[src/rtl/slice_line_mux_bp_pkg.sv]
// slice_line_mux_bp_pkg: shared types and helpers for the slice line multiplexer
package slice_line_mux_bp_pkg;
  localparam int MAX_PPC = 8;
  typedef enum logic [1:0] {IDLE, RUN, DRAIN} state_t;
  typedef struct packed {
    logic sof;
    logic eol;
    logic eof;
    logic [MAX_PPC-1:0] mask;
  } tag_t;
  localparam int TAG_W = $bits(tag_t);
  function automatic int word_width(input int ppc, input int cw);
    return ppc * 3 * cw;
  endfunction
endpackage

[src/rtl/slice_line_mux_bp_skid_fifo2.sv]
// skid_fifo2: two-entry synchronous FIFO with occupancy count; entry e0 is always the head
module skid_fifo2 #(
  parameter int W = 8
) (
  input  logic         clk_out_int,
  input  logic         rst,
  input  logic         flush,
  input  logic         push,
  input  logic [W-1:0] din,
  input  logic         pop,
  output logic [W-1:0] dout,
  output logic [1:0]   count
);
  logic [W-1:0] e0, e1;
  assign dout = e0;
  always_ff @(posedge clk_out_int or posedge rst) begin
    if (rst) begin
      e0    <= '0;
      e1    <= '0;
      count <= '0;
    end else if (flush) begin
      count <= '0;
    end else begin
      if (push & (count == 2'd0 | (count == 2'd1 & pop))) e0 <= din;
      else if (pop & count == 2'd2) e0 <= e1;
      if (push & (count == 2'd2 | (count == 2'd1 & ~pop))) e1 <= din;
      count <= count + 2'(push) - 2'(pop);
    end
  end
endmodule

[src/rtl/slice_line_mux_bp.sv]
// slice_line_mux_bp: reads slice FIFOs in order and emits masked, framed pixel words with backpressure
module slice_line_mux_bp
  import slice_line_mux_bp_pkg::*;
#(
  parameter int MAX_NBR_SLICES  = 4,
  parameter int PIXS_PER_CYCLE  = 4,
  parameter int COMP_WIDTH      = 14,
  parameter int MAX_SLICE_WIDTH = 2560
) (
  input  logic                                               clk_out_int,
  input  logic                                               rst,
  input  logic                                               flush,
  input  logic                                               start,
  input  logic [$clog2(MAX_NBR_SLICES+1)-1:0]                slices_per_line,
  input  logic [$clog2(MAX_SLICE_WIDTH+1)-1:0]               slice_width,
  input  logic [15:0]                                        frame_height,
  input  logic [MAX_NBR_SLICES-1:0]                          fifo_empty,
  output logic [MAX_NBR_SLICES-1:0]                          fifo_rd_en,
  input  logic [MAX_NBR_SLICES*PIXS_PER_CYCLE*3*COMP_WIDTH-1:0] fifo_rd_data,
  input  logic [MAX_NBR_SLICES-1:0]                          fifo_rd_sof,
  output logic [PIXS_PER_CYCLE*3*COMP_WIDTH-1:0]             pixs_out,
  output logic [PIXS_PER_CYCLE-1:0]                          pixs_out_mask,
  output logic                                               pixs_out_sof,
  output logic                                               pixs_out_eol,
  output logic                                               pixs_out_eof,
  output logic                                               pixs_out_valid,
  input  logic                                               pixs_out_ready,
  output logic                                               sof_err
);
  localparam int PW    = word_width(PIXS_PER_CYCLE, COMP_WIDTH);
  localparam int SPL_W = $clog2(MAX_NBR_SLICES+1);
  localparam int SW_W  = $clog2(MAX_SLICE_WIDTH+1);
  localparam int SEL_W = $clog2(MAX_NBR_SLICES);
  localparam int LP_W  = $clog2(PIXS_PER_CYCLE+1);
  localparam int SH    = $clog2(PIXS_PER_CYCLE);
  localparam int SK_W  = PW + TAG_W;
  state_t state, state_nxt;
  logic [SPL_W-1:0] spl;
  logic [SW_W-1:0] words, word_cnt, words_in;
  logic [SW_W:0] sw_ext;
  logic [LP_W-1:0] last_pixs, last_pixs_in;
  logic [15:0] fh, line_cnt;
  logic [SEL_W-1:0] sel, inflight_sel;
  logic inflight, rd_ok, last_word, last_sel, last_line, pop, push;
  logic [1:0] skid_count;
  logic [SK_W-1:0] skid_dout;
  logic [PIXS_PER_CYCLE-1:0] full_mask, last_mask;
  tag_t tag, inflight_tag, head_tag;
  assign sw_ext       = {1'b0, slice_width} + (SW_W+1)'(PIXS_PER_CYCLE-1);
  assign words_in     = SW_W'(sw_ext >> SH);
  assign last_pixs_in = LP_W'((slice_width - SW_W'(1)) & SW_W'(PIXS_PER_CYCLE-1)) + LP_W'(1);
  assign last_word    = word_cnt == words - SW_W'(1);
  assign last_sel     = SPL_W'(sel) == spl - SPL_W'(1);
  assign last_line    = line_cnt == fh - 16'd1;
  assign full_mask    = '1;
  assign last_mask    = full_mask >> (LP_W'(PIXS_PER_CYCLE) - last_pixs);
  assign tag.sof      = line_cnt == 16'd0 & sel == '0 & word_cnt == '0;
  assign tag.eol      = last_word & last_sel;
  assign tag.eof      = last_word & last_sel & last_line;
  assign tag.mask     = MAX_PPC'(last_word ? last_mask : full_mask);
  assign pixs_out_valid = skid_count != 2'd0;
  assign pop  = pixs_out_valid & pixs_out_ready;
  assign push = inflight & ~flush;
  // occupancy net of this cycle's pop keeps one word per cycle with ready high
  assign rd_ok = state == RUN & ~fifo_empty[sel] &
                 (3'(skid_count) - 3'(pop) + 3'(inflight) < 3'd2);
  always_ff @(posedge clk_out_int or posedge rst) begin
    if (rst) state <= IDLE;
    else state <= state_nxt;
  end
  always_comb begin
    state_nxt = flush ? IDLE :
                state == IDLE ? (start ? RUN : IDLE) :
                state == RUN ? (rd_ok & tag.eof ? DRAIN : RUN) :
                (pop & head_tag.eof ? IDLE : DRAIN);
  end
  always_comb begin
    fifo_rd_en      = '0;
    fifo_rd_en[sel] = rd_ok;
  end
  always_ff @(posedge clk_out_int or posedge rst) begin
    if (rst) begin
      spl          <= '0;
      words        <= '0;
      last_pixs    <= '0;
      fh           <= '0;
      sel          <= '0;
      word_cnt     <= '0;
      line_cnt     <= '0;
      inflight     <= 1'b0;
      inflight_sel <= '0;
      inflight_tag <= '0;
      sof_err      <= 1'b0;
    end else begin
      inflight     <= rd_ok & ~flush;
      inflight_sel <= sel;
      inflight_tag <= tag;
      if (push & (fifo_rd_sof[inflight_sel] != inflight_tag.sof)) sof_err <= 1'b1;
      if (flush) begin
        sel      <= '0;
        word_cnt <= '0;
        line_cnt <= '0;
      end else if (state == IDLE & start) begin
        spl       <= slices_per_line;
        words     <= words_in;
        last_pixs <= last_pixs_in;
        fh        <= frame_height;
        sel       <= '0;
        word_cnt  <= '0;
        line_cnt  <= '0;
      end else if (rd_ok) begin
        word_cnt <= last_word ? '0 : word_cnt + SW_W'(1);
        if (last_word) sel <= last_sel ? '0 : sel + SEL_W'(1);
        if (last_word & last_sel) line_cnt <= line_cnt + 16'd1;
      end
    end
  end
  skid_fifo2 #(.W(SK_W)) u_skid (
    .clk_out_int(clk_out_int),
    .rst        (rst),
    .flush      (flush),
    .push       (push),
    .din        ({inflight_tag, fifo_rd_data[inflight_sel*PW +: PW]}),
    .pop        (pop),
    .dout       (skid_dout),
    .count      (skid_count)
  );
  assign head_tag      = tag_t'(skid_dout[SK_W-1 -: TAG_W]);
  assign pixs_out      = skid_dout[PW-1:0];
  assign pixs_out_sof  = pixs_out_valid & head_tag.sof;
  assign pixs_out_eol  = pixs_out_valid & head_tag.eol;
  assign pixs_out_eof  = pixs_out_valid & head_tag.eof;
  assign pixs_out_mask = pixs_out_valid ? head_tag.mask[PIXS_PER_CYCLE-1:0] : '0;
endmodule

[config.mk]
export PLATFORM = sky130hd
export DESIGN_NAME = slice_line_mux_bp
export DESIGN_NICKNAME = d
export VERILOG_FILES = /design/src/rtl/slice_line_mux_bp_pkg.sv /design/src/rtl/slice_line_mux_bp_skid_fifo2.sv /design/src/rtl/slice_line_mux_bp.sv
export SDC_FILE = /design/constraint.sdc
export NUM_CORES = 1
export LEC_CHECK = 0
export BUFFER_PORTS_ARGS = -buffer_cell sky130_fd_sc_hd__buf_2
export CAP_MARGIN = 20
export CELL_PAD_IN_SITES_DETAIL_PLACEMENT = 1
export CELL_PAD_IN_SITES_GLOBAL_PLACEMENT = 1
export CORE_AREA = 3 3 349 351
export CTS_CLUSTER_SIZE = 40
export DETAILED_ROUTE_END_ITERATION = 8
export DIE_AREA = 0 0 352 354
export PLACE_DENSITY = 0.46
export SLEW_MARGIN = 0
export SYNTH_ARGS = -nofsm -noshare
export SYNTH_HDL_FRONTEND = slang
export SYNTH_SLANG_ARGS = --single-unit
[constraint.sdc]
create_clock -name clk_out_int -period 44 [get_ports clk_out_int]
set_input_delay 6.6 -clock clk_out_int [delete_from_list [all_inputs] [get_ports clk_out_int]]
set_output_delay 6.6 -clock clk_out_int [all_outputs]
set_load 0.05 [all_outputs]
After elaboration in Yosys (flattened, before gate mapping)
Cells that the tools add are included.
Word-level totals
  memory bits (writable): 0
  flip-flop bits (word level): 436
  output and inout port bits: 181
  memories: 0
  memory bits (read-only): 0
  latch bits: 0
  bits of input ports: 716
Cells by class
  $add $sub $neg: 14
  reduce and logical (&&, ||, !) cells: 16
  equality and inequality tests: 7
  div/mod/pow operators: 0
  order comparisons: 4
  mux-type cells: 30
  shift-type cells: 2
  bitwise logic cells: 27
  multipliers: 1
Operators by type and width (count)
  672-bit by 11-bit variable part select with 168-bit output: 1
  179-bit two-way mux: 2
  16-bit two-way mux: 4
  12-bit two-way mux: 4
  2-bit two-way mux: 11
  1-bit bitwise AND: 21
  16-bit by 1-bit adder with 16-bit output, second input constant: 1
  16-bit equality test: 1
  16-bit zero test: 1
  16-bit by 1-bit subtractor with 16-bit output, second input constant: 1
  12-bit by 2-bit adder with 13-bit output, second input constant: 1
  12-bit by 1-bit adder with 12-bit output, second input constant: 1
  12-bit equality test: 1
  12-bit zero test: 1
  11-bit by 1-bit subtractor with 12-bit output, second input constant: 1
  2-bit AND reduction: 5
  3-bit nonzero test: 3
  4-bit two-way mux: 2
  2-bit by 5-bit multiplier with 7-bit output, second input constant: 1
  2-bit zero test: 3
  2-bit by 3-bit < comparator with 1-bit output, second input constant: 2
  4-bit bitwise AND: 1
  1-bit binary-select mux with 2-bit select: 2
  2-bit by 1-bit equality test with 1-bit output, second input constant: 2
  21 further kinds: 28

Depth between registers and ports, before layout
Gate-level depths: netlist of run 1.
  depth after elaboration: 11
  gate-level depth with buffers: 16
  gate-level depth less buffers: 13

Hierarchy
A second synthesis of run 1 with hierarchy kept.
Unflattened totals
  cell total of the unflattened synthesis: 1742
  area total of the unflattened synthesis: 24840.1 µm²
By module, submodules not included
  skid_fifo2: instances 1, cells an instance 974, area each 15976.6 µm²
  slice_line_mux_bp: instances 1, cells an instance 768, area each 8863.5 µm²

Worst setup path before layout of run 1
Ideal clock, no wire load.
  path kind: input-to-output
  start point: input pixs_out_ready
  end point: output fifo_rd_en[0]
  slack: 28.774 ns
  arrival time: 8.626 ns
  stages on the path: 9
  data required time: 37.400 ns
  cell sequence: and2_1 -> ha_1 -> inv_1 -> nand2_1 -> fa_1 -> nand3_1 -> nor3_1 -> clkbuf_1 -> and2_1
On the way
  cells in the longest elaborated chain, start to end: 6
Ends and longest elaborated chain
  start: declaration: RTL line slice_line_mux_bp.sv:27  | input logic pixs_out_ready,
  1-bit bitwise AND: RTL line slice_line_mux_bp.sv:62  | assign pop = pixs_out_valid & pixs_out_ready;
  2-bit by 1-bit subtractor with 3-bit output: RTL line slice_line_mux_bp.sv:66  | (3'(skid_count) - 3'(pop) + 3'(inflight) < 3'd2);
  3-bit by 1-bit adder with 3-bit output: RTL line slice_line_mux_bp.sv:66
  3-bit by 2-bit < comparator with 1-bit output: RTL line slice_line_mux_bp.sv:66
  1-bit bitwise AND: RTL line slice_line_mux_bp.sv:65  | assign rd_ok = state == RUN & ~fifo_empty[sel] &
  4-bit bitwise AND (no line)
  end: declaration: RTL line slice_line_mux_bp.sv:18  | output logic [MAX_NBR_SLICES-1:0] fifo_rd_en,
No other way between the ends.

Final worst setup path of run 1
Same ends and word-level chain as after synthesis.

==> flow_summary.yaml, run 1 <==
route:
  drc: 0
  vias: 19060
  drt_iter0_drc: 718
  post_drt_wl_per_cell_um: 22.08
  wl_um: 96880
  dr.pass1.iters: 4
  via_per_inst: 4.343
  antenna_left: 0
setup_path:
  crit_fanout: 12
  worstSetupEndpointType: "output port"
  rrSetupSlack_ns: 39.66
  crit_type: "primary input to output port"
  crit_end: "fifo_rd_en[0]"
  r2r-start: "u_skid.count[1]$_DFF_PP0_"
  reg2regPathDepth: 14
  required_ns: 37.40
  reg2reg_to: "line_cnt[11]$_DFFE_PP0P_"
  start_kind: "primary input"
  critical-path-slowest-cell: "fa_1"
  cp-startpoint: "pixs_out_ready"
  worstPathCellList: "buf_2 -> and2_1 -> ha_1 -> inv_1 -> nand2_1 -> fa_1 -> nand3_1 -> nor3_1 -> buf_4 -> and2_1 -> buf_2"
  cp_data_arrival_time_ns: 8.69
  cpPeakStageDelay_ns: 0.49
grt:
  antenna_found_initial: 16
  grt_max_degree: 157
  overflow: 0
  grt_pass1_vias: 20800
  grtUsageTotal_pct: 15.00
  grt_pass1_wl_um: 141400
power_and_ir_drop:
  swShare_pct: 38.71
  p_leak_uw: 0.01395
  vdd_drop_max_mv: 0.02985
  power_frac_clock_pct: 27.7
  p_int_uw: 972.1
  switchingPower_uw: 614.0
  p_per_area_nw_per_um2: 50.85
  seq_power_share_pct: 37.5
  combPwrFrac_pct: 34.8
  p_total_uw: 1586
sta:
  layout_setup_ws_ns: 28.71
  tns_ns: 0
  fmax_ghz: 0.06541
  skew_ns: 0.03992
  timing.final.crit_share_pct: 34.74
  slew_viol_final: 0
  rsz0062_at_grt: "false"
  setup_viol: 0
  final.min_clock_period_ns: 15.29
  worst_slew_pin_slew_ns: 1.077
  hold_viol_final: 0
  slew-limit-headroom_pct: 28.17
synthesis:
  synthTopCellsByArea: "dfrtp_1 44%, mux4_2 16%, mux2_2 8.6%"
  syn_inst: 2078
  synth_seq_area_share_pct: 43.62
  ys.flop_type: "dfrtp_1"
  yosysWarningCount: 0
  synth-seq-cells: 428
  postSynth.asyncResetShare_pct: 100.0
  synth_most_common_cell: "dfrtp_1"
  synth_top_area_cell: "dfrtp_1"
  synth_top_area_share_pct: 43.62
  synthDistinctLibCells: 55
  synth_common_cells: "428 x dfrtp_1, 231 x nand2_1, 199 x o21ai_0"
  synth_edf_count: 0
  synth.net_count: 2813
  synth.cell_area_um2: 24560
  syn_avg_cell_area_um2: 11.82
clock_tree:
  clk_latency_ns: 0.63
  clk_pin_slew_worst_paths_ns: 0.06
  ctsResizeCount: 0
  clockBufferDepth: 3
  cts_buffers: 54
  cts_setup_buffers: 0
  hold_buffers: 0
  tritoncts: "done"
  cts_sinks: 428
  h-tree-depth: 2
  clockRootBuffer: "clkbuf_16"
placed_design:
  pre_cts_ws_ns: 28.70
  gp_congestion: 0.9456
  numPortBuffers: 896
  placed_area_um2: 29460
  dpl.hpwl_um: 75080
floorplanning:
  start_util_pct: 20.58
  fp.dieArea_um2: 124600
  die_y_um: 354
  die_width_um: 352
  io_pins: 897
  row_count: 127
  core_um2: 119300
layout:
  area_growth_pct: 27.04
  drive_above_1_share_pct: 49.35
  fillerInstances: 13540
  stdcell_area_um2: 31190
  nets: 3467
worst_hold_path:
  min-delay-path-class: "register to register"
status:
  status: "finished, final reports clean"
job:
  drv_cap: 0
[placed cells by master, fill, tap and decap left out, types with 4 or more instances in the layout]
cell type    n
diode_2      4
inv_1       33
mux2_2     188
or4_1       17
nor4b_1      5
o31ai_1     12
a31oi_1      9
nand3b_1     4
or2_2        4
a21oi_1     33
nand3_1     33
clkinv_2     9
nor3_1      17
nand4_1     10
and2_1      13
bufinv_16    4
mux4_2     170
clkbuf_16   54
nand2_1    230
clkbuf_8     7
o21ai_0    199
clkbuf_1    16
xor2_1      24
xnor2_1     26
ha_1        18
a211o_1      4
mux2i_1    180
buf_2      896
and3_1       6
buf_4       17
nor4_1       7
nor2_1      34
or3_1       10
dfrtp_1    426
[power by group through the flow]
stage	registers, uW	clock network (uW)	logic, uW
2_1_floorplan	580	0	457
3_3_place_gp	595	0	550
3_5_place_dp	603	0	563
4_1_cts	597	461	564
5_1_grt	614	477	602
6_report	595	439	552
[state kept, by name, summed over array words and instances, names as in the netlist, 3 cells and up]
signal and cells:
fh 16, inflight_tag 7, last_pixs 3, line_cnt 16
spl 3, u_skid.dout 175, u_skid.e1 175, word_cnt 12
words 11
[cells by family after synthesis]
group | after synthesis | share of synthesized area [%]
AOI/OAI and AO/OA | 279 | 6.232
xor gates and xnor gates | 50 | 1.783
adders and majority gates | 19 | 0.9987
buffers and inverters | 352 | 7.979
DFF | 428 | 43.62
muxes | 538 | 31.55
and+or+nand+nor | 412 | 7.842
[worst min path at each step]
stage / cells after the start / from / endpoint
CTS: 1 / sof_err$_DFFE_PP0P_ / sof_err$_DFFE_PP0P_
detailed placement: 1 / sof_err$_DFFE_PP0P_ / sof_err$_DFFE_PP0P_
global route: 1 / sof_err$_DFFE_PP0P_ / sof_err$_DFFE_PP0P_
finish: 1 / sof_err$_DFFE_PP0P_ / sof_err$_DFFE_PP0P_
global placement: 1 / sof_err$_DFFE_PP0P_ / sof_err$_DFFE_PP0P_
floorplan: 2 / u_skid.dout[168]$_DFFE_PP0P_ / u_skid.dout[168]$_DFFE_PP0P_
[critical path, delay by kind of cell]
kind,cells,cell delay (ns)
adders and majority gates,2,0.76
and+or+nand+nor,5,0.62
buffers and inverters,4,0.69
[layer usage]
metal | wire, um | up-vias | global-route usage, %
met1 | 41220 | 9681 | 18.72
met4 | 2056 | 4 | 3.774
met2 | 47590 | 569 | 25.65
li1 | - | 8694 | -
met5 | 25 | - | 0
met3 | 5986 | 110 | 3.992
[layout make-up]
type                       count  area [um^2]  share of cell area (%)
antenna                        4        10.01                 0.03209
clock buffer                  77         1508                   4.833
clock inverter                19        221.5                  0.7099
inverter                      34        135.1                  0.4332
multi-input combinational   1298        11910                   38.19
sequential                   428        10720                   34.36
tap                         1612         2017                   6.466
timing repair buffer         916         4672                   14.98
[metrics by stage]
step,utilization [%],hold slack [ns],instances
CTS,26.13,0.4721,4384
floorplan,-,0.4418,2078
detailed placement,24.68,0.4576,4288
global placement,24.68,0.4478,4288
global route,26.14,0.4905,4386
finish,26.14,0.4577,4388
(Power assumes the default switching activity.)
==> inputs of run 2 (changes only) <==
--- a/config.mk
+++ b/config.mk
@@ -5,15 +5,16 @@
 export SDC_FILE = /design/constraint.sdc
 export NUM_CORES = 1
 export LEC_CHECK = 0
+export ABC_AREA = 1
 export BUFFER_PORTS_ARGS = -buffer_cell sky130_fd_sc_hd__buf_2
 export CAP_MARGIN = 20
 export CELL_PAD_IN_SITES_DETAIL_PLACEMENT = 1
 export CELL_PAD_IN_SITES_GLOBAL_PLACEMENT = 1
-export CORE_AREA = 3 3 349 351
+export CORE_AREA = 3 3 350 352
 export CTS_CLUSTER_SIZE = 40
 export DETAILED_ROUTE_END_ITERATION = 8
-export DIE_AREA = 0 0 352 354
-export PLACE_DENSITY = 0.46
+export DIE_AREA = 0 0 353 355
+export PLACE_DENSITY = 0.52
 export SLEW_MARGIN = 0
 export SYNTH_ARGS = -nofsm -noshare
 export SYNTH_HDL_FRONTEND = slang
==> constraint.sdc (replaced) <==
create_clock -name clk_out_int -period 13.6 [get_ports clk_out_int]
set_input_delay 2.04 -clock clk_out_int [delete_from_list [all_inputs] [get_ports clk_out_int]]
set_output_delay 2.04 -clock clk_out_int [all_outputs]
set_load 0.05 [all_outputs]
==> run 2 against run 1 <==
  * Non-clock buffer count increased by 14
  * Critical endpoint unchanged
  * Critical path depth grew 1
  * Synthesized cell count rose by 72%
  * Clock skew is 0.014 ns lower
  * Critical path type unchanged
  * Largest cell class unchanged
  * Clock power increased to 3.5 times the previous value
==> flow_summary.yaml, run 2 <==
sta:
  hold_viol_final: 0
  fmax_ghz: 0.1608
  slew-limit-headroom_pct: 26.44
  timing.final.crit_share_pct: 45.73
  tns_ns: 0
  whs_ns: 0.4750
  rsz0062_at_grt: "false"
  slew_viol_final: 0
  skew_ns: 0.02615
  setup_viol: 0
  final.min_clock_period_ns: 6.219
  worst_slew_pin_slew_ns: 1.103
floorplanning:
  fp.dieArea_um2: 125300
  die_y_um: 355
  start_util_pct: 21.11
  die_width_um: 353
  core_um2: 119700
  io_pins: 897
  row_count: 127
clock_tree:
  cts_sinks: 428
  cts_setup_buffers: 0
  hold_buffers: 0
  ctsResizeCount: 0
  tritoncts: "done"
  clk_pin_slew_worst_paths_ns: 0.05
  clockRootBuffer: "clkbuf_16"
  clockBufferDepth: 3
  cts_buffers: 54
  h-tree-depth: 2
  clk_latency_ns: 0.62
worst_hold_path:
  min-delay-path-class: "register to register"
  hold_start: "u_skid.e1[117]$_DFFE_PP0P_"
  whs_path_depth: 2
synthesis:
  postSynth.asyncResetShare_pct: 100.0
  ys.flop_type: "dfrtp_1"
  synth.net_count: 4300
  synth_edf_count: 0
  synth-seq-cells: 428
  synth.cell_area_um2: 25260
  synthDistinctLibCells: 48
  synth_top_area_cell: "dfrtp_1"
  synthTopCellsByArea: "dfrtp_1 42%, nand2_1 16%, nor2_1 8.9%"
  yosysWarningCount: 0
  synth_seq_area_share_pct: 42.41
  syn_avg_cell_area_um2: 7.085
  synth_top_area_share_pct: 42.41
  synth_most_common_cell: "nand2_1"
  synth_common_cells: "1,069 x nand2_1, 602 x nor2_1, 428 x dfrtp_1"
  syn_inst: 3565
route:
  drc: 0
  dr.pass1.iters: 5
  post_drt_wl_per_cell_um: 19.92
  drt_iter0_drc: 1489
  via_per_inst: 4.486
  wl_um: 115400
  vias: 25980
  antenna_left: 0
job:
  drv_cap: 0
setup_path:
  cp_data_arrival_time_ns: 4.18
  worstPathCellList: "buf_2 -> inv_1 -> nor2_1 -> ha_1 -> inv_1 -> nand2_1 -> fa_1 -> o21ai_0 -> nor2_1 -> nand3_1 -> nor2_1 -> buf_2"
  reg2regPathDepth: 10
  cpPeakStageDelay_ns: 0.48
  crit_fanout: 8
  crit_path_frequent_cell: "nor2_1"
  cp-startpoint: "pixs_out_ready"
  start_kind: "primary input"
  crit_type: "primary input to output port"
  path_buf_inv: 4
  critical-path-slowest-cell: "fa_1"
  required_ns: 11.56
  worstSetupEndpointType: "output port"
  crit_family: "simple AND/OR/NAND/NOR gates"
  r2r-start: "u_skid.count[0]$_DFF_PP0_"
  worst-path-stages: 12
grt:
  grt_pass1_wl_um: 171900
  overflow: 0
  grt_max_degree: 148
  grt_pass1_vias: 26620
  antenna_found_initial: 4
  grtUsageTotal_pct: 17.60
status:
  status: "finished, final reports clean"
layout:
  drive_above_1_share_pct: 24.99
  final_util_pct: 26.53
  nets: 4871
  layout_common_cells: "1,068 x nand2_1, 896 x buf_2, 601 x nor2_1"
  area_growth_pct: 25.69
  fillerInstances: 14950
  mostFrequentLayoutCell: "nand2_1"
  final_cells: 5791
placed_design:
  numPortBuffers: 896
  dpl.hpwl_um: 84530
  place_inst: 5691
  gp_congestion: 0.8946
power_and_ir_drop:
  p_total_uw: 7374
  vdd_drop_max_mv: 0.1165
  p_per_area_nw_per_um2: 232.3
  p_leak_uw: 0.01541
-- run 2: cell types whose count changed after synthesis, moves of 76 or more --
cell | before | now
nand2_1 | 231 | 1069
nor2_1 | 35 | 602
mux2_2 | 188 | 0
o21ai_0 | 199 | 383
mux2i_1 | 180 | 0
mux4_2 | 170 | 0
o22ai_1 | 2 | 172
a31oi_1 | 9 | 170
clkbuf_1 | 123 | 203
inv_1 | 34 | 110
-- run 2: final timing paths --
kind                                               endpoint  slack [ns]
min in group asynchronous       u_skid.dout[97]$_DFFE_PP0P_        1.41
worst max register to register  u_skid.dout[50]$_DFFE_PP0P_        9.05
worst max-delay path                          fifo_rd_en[0]        7.38
worst min register to register   u_skid.e1[117]$_DFFE_PP0P_        0.48
worst min-delay path             u_skid.e1[117]$_DFFE_PP0P_        0.48
max in group asynchronous       u_skid.dout[16]$_DFFE_PP0P_       10.09
-- run 2: per-layer routing --
layer	track usage, %	part of all wire, %	wire length, um
met4	3.701	1.7	1963
met3	3.823	5.7	6527
met5	0	0.030	35
met2	29.76	48	55180
met1	23.05	45	51650
-- run 2: cells by family (layout without fill, tap and decap cells) --
| logic type | count (synthesis) | after routing | share of synthesized area (%) |
|---|---|---|---|
| buffers and inverters | 532 | 1145 | 10.67 |
| DFF | 428 | 428 | 42.41 |
| xor gates and xnor gates | 42 | 42 | 1.516 |
| AOI/OAI and AO/OA | 754 | 754 | 16.87 |
| and+or+nand+nor | 1790 | 1790 | 27.57 |
| other | 0 | 1 | 0 |
| adders and majority gates | 19 | 19 | 0.9710 |
-- run 2: cell type report --
class	instances	area (um^2)	area share [%]
clock inverters	19	290.3	0.9144
repair buffers	930	4785	15.07
well taps	1612	2017	6.353
diodes	1	2.502	0.007883
multi-input cells	2605	11870	37.40
flip-flops and latches	428	10720	33.76
inverters	117	462.9	1.458
clock buffers	79	1597	5.029
-- run 2: metrics by stage --
stage / worst slack, ns / cell area (um^2)
2_1_floorplan: 5.783 / 25260
3_3_place_gp: 6.720 / 29830
3_5_place_dp: 6.606 / 29830
4_1_cts: 7.316 / 31720
5_1_grt: 7.198 / 31740
6_report: 7.381 / 31750
-- run 2: report_power, final --
group	total (uW)	switching [uW]	internal, uW
logic	3680	2720	955
clock network	1540	596	943
registers	2160	356	1800
total	7370	3680	3700
-- run 2: tightest hold or removal path: stages, from the launching register on --
cell and delay [ns]:
dfrtp_1 0.34, nand2_1 0.05, nand2_1 0.05
==> inputs of run 3 (changes only) <==
==> constraint.sdc (replaced) <==
create_clock -name clk_out_int -period 5.45 [get_ports clk_out_int]
set_input_delay 0.8175 -clock clk_out_int [delete_from_list [all_inputs] [get_ports clk_out_int]]
set_output_delay 0.8175 -clock clk_out_int [all_outputs]
set_load 0.05 [all_outputs]
==> run 3 against run 2 <==
  * Routed wire length up 1.3%
  * Via count is 0.88% higher
  * Non-clock buffer count is 7 higher
  * Sequential power is 150% higher
  * Cell count grew 0.26%
  * Clock power increased to 2.5 times the previous value
  * Combinational power increased to 2.5 times the previous value
  * Register-to-register slack lost 7.5 ns
  * Sequential share of layout area shrank 0.22 points
  * Sequential cell count did not move
  * First-iteration DRC count grew 5.2%
  * Critical endpoint unchanged
  * Largest power group unchanged
==> flow_summary.yaml, run 3 (synthesis gave the netlist of run 2 again) <==
sta:
  fmax_ghz: 0.2334
  setup_viol: 0
  hold_viol_final: 0
  slew_viol_final: 0
  slew-limit-headroom_pct: 36.50
  worst_slew_pin_slew_ns: 0.9525
  final.min_clock_period_ns: 4.285
  skew_ns: 0.03082
  timing.final.crit_share_pct: 78.63
  rsz0062_at_grt: "false"
floorplanning:
  fp.dieArea_um2: 125300
  io_pins: 897
  core_um2: 119700
  die_y_um: 355
  start_util_pct: 21.11
  row_count: 127
  die_width_um: 353
clock_tree:
  h-tree-depth: 2
  tritoncts: "done"
  cts_setup_buffers: 0
  cts_buffers: 55
  clk_latency_ns: 0.63
  clk_pin_slew_worst_paths_ns: 0.06
  hold_buffers: 0
  ctsResizeCount: 0
  cts_sinks: 428
  clockBufferDepth: 3
  clockRootBuffer: "clkbuf_16"
layout:
  nets: 4879
  mostFrequentLayoutCell: "nand2_1"
  fillerInstances: 14860
  layout_common_cells: "1,068 x nand2_1, 896 x buf_2, 601 x nor2_1"
  area_growth_pct: 26.52
  final_util_pct: 26.71
  stdcell_area_um2: 31960
  drive_above_1_share_pct: 25.10
worst_hold_path:
  min-delay-path-class: "primary input to async pin"
power_and_ir_drop:
  p_int_uw: 9301
  p_per_area_nw_per_um2: 581.2
  p_leak_uw: 0.01549
  switchingPower_uw: 9271
  swShare_pct: 49.92
  seq_power_share_pct: 29.0
  vdd_drop_max_mv: 0.2485
  power_frac_clock_pct: 21.0
  combPwrFrac_pct: 50.0
placed_design:
  numPortBuffers: 896
  gp_congestion: 0.8975
  placed_area_um2: 29990
  dpl.hpwl_um: 86220
setup_path:
  reg2regPathDepth: 15
  crit_type: "register to output port"
  start_kind: "register"
  worstSetupEndpointType: "output port"
  reg2reg_to: "line_cnt[14]$_DFFE_PP0P_"
  required_ns: 4.63
  rrSetupSlack_ns: 1.51
  crit_fanout: 9
  r2r-start: "u_skid.count[1]$_DFF_PP0_"
  cp_data_arrival_time_ns: 3.47
grt:
  grt-busiest-layer: "met2"
  overflow: 0
  antenna_found_initial: 10
  grtUsageTotal_pct: 17.81
  grt_pass1_vias: 26760
  use_met3_pct: 4.541
  grtUsageMet1_pct: 22.81
  grt_max_degree: 167
  grt_pass1_wl_um: 172800
  use_met2_pct: 29.30
route:
  post_drt_wl_per_cell_um: 20.12
  drc: 0
  antenna_left: 0
  drt_iter0_drc: 1567
  via_per_inst: 4.514
  vias: 26210
  wl_um: 116800
  dr.pass1.iters: 5
job:
  drv_cap: 0
status:
  status: "finished, final reports clean"
run 3: changes by cell type in the layout (fill, tap and decap cells not counted), sizes merged:
| cell | previous run | this run |
|---|---|---|
| bufinv | 7 | 8 |
| diode | 1 | 7 |
| buf | 930 | 937 |
| clkinv | 9 | 11 |
| inv | 117 | 116 |
run 3: worst max path at each step:
stage | start | end | slack, ns | depth (start not counted)
CTS | u_skid.count[1]$_DFF_PP0_ | fifo_rd_en[0] | 1.06 | 11
finish | u_skid.count[1]$_DFF_PP0_ | fifo_rd_en[0] | 1.16 | 11
global placement | pixs_out_ready | line_cnt[14]$_DFFE_PP0P_ | 1.52 | 16
global route | u_skid.count[1]$_DFF_PP0_ | fifo_rd_en[0] | 0.78 | 11
floorplan | rst | fh[0]$_DFFE_PP0P_ | -1.14 | 1
detailed placement | pixs_out_ready | line_cnt[14]$_DFFE_PP0P_ | 1.44 | 16
run 3: power by group through the flow:
stage                     logic (uW)  registers (uW)  clock network, uW
after CTS                       9460            5420               4060
after global routing           10200            5580               4190
final                           9280            5390               3900
after global placement          9360            5430                  0
after detailed placement        9430            5460                  0
after floorplan                 7260            5110                  0
run 3: critical path: stages, from the launching register on:
cell,delay [ns]
dfrtp_1,0.47
nor2_1,0.44
nor2_1,0.14
ha_1,0.29
inv_1,0.08
nand2_1,0.07
fa_1,0.48
o21ai_0,0.07
nor2_1,0.10
nand3_1,0.24
nor2_1,0.17
buf_2,0.28
run 3: layout make-up:
type                    instances  area, um^2  area share [%]
diodes                          7       17.52         0.05482
clock buffers                  79        1577           4.933
clock inverters                21       340.3           1.065
inverters                     117       462.9           1.449
multi-input cells            2605       11870           37.16
flip-flops and latches        428       10720           33.54
well taps                    1612        2017           6.312
repair buffers                937        4950           15.49
run 3: metal layers:
metal | vias up | routed length (um)
met2 | 668 | 54390
met5 | - | 43
met4 | 8 | 3523
li1 | 12710 | -
met1 | 12650 | 51370
met3 | 169 | 7516
run 3: through the flow:
step | std cells | worst slack (ns) | hold slack (ns) | TNS (ns) | total power [uW]
CTS | 5798 | 1.062 | 0.3148 | 0 | 18940
global placement | 5698 | 1.517 | 0.4622 | 0 | 14790
global route | 5801 | 0.7774 | 0.2201 | 0 | 19970
finish | 5806 | 1.165 | 0.2389 | 0 | 18570
detailed placement | 5698 | 1.440 | 0.4655 | 0 | 14890
floorplan | 3565 | -1.145 | 0.4495 | -490.02 | 12370
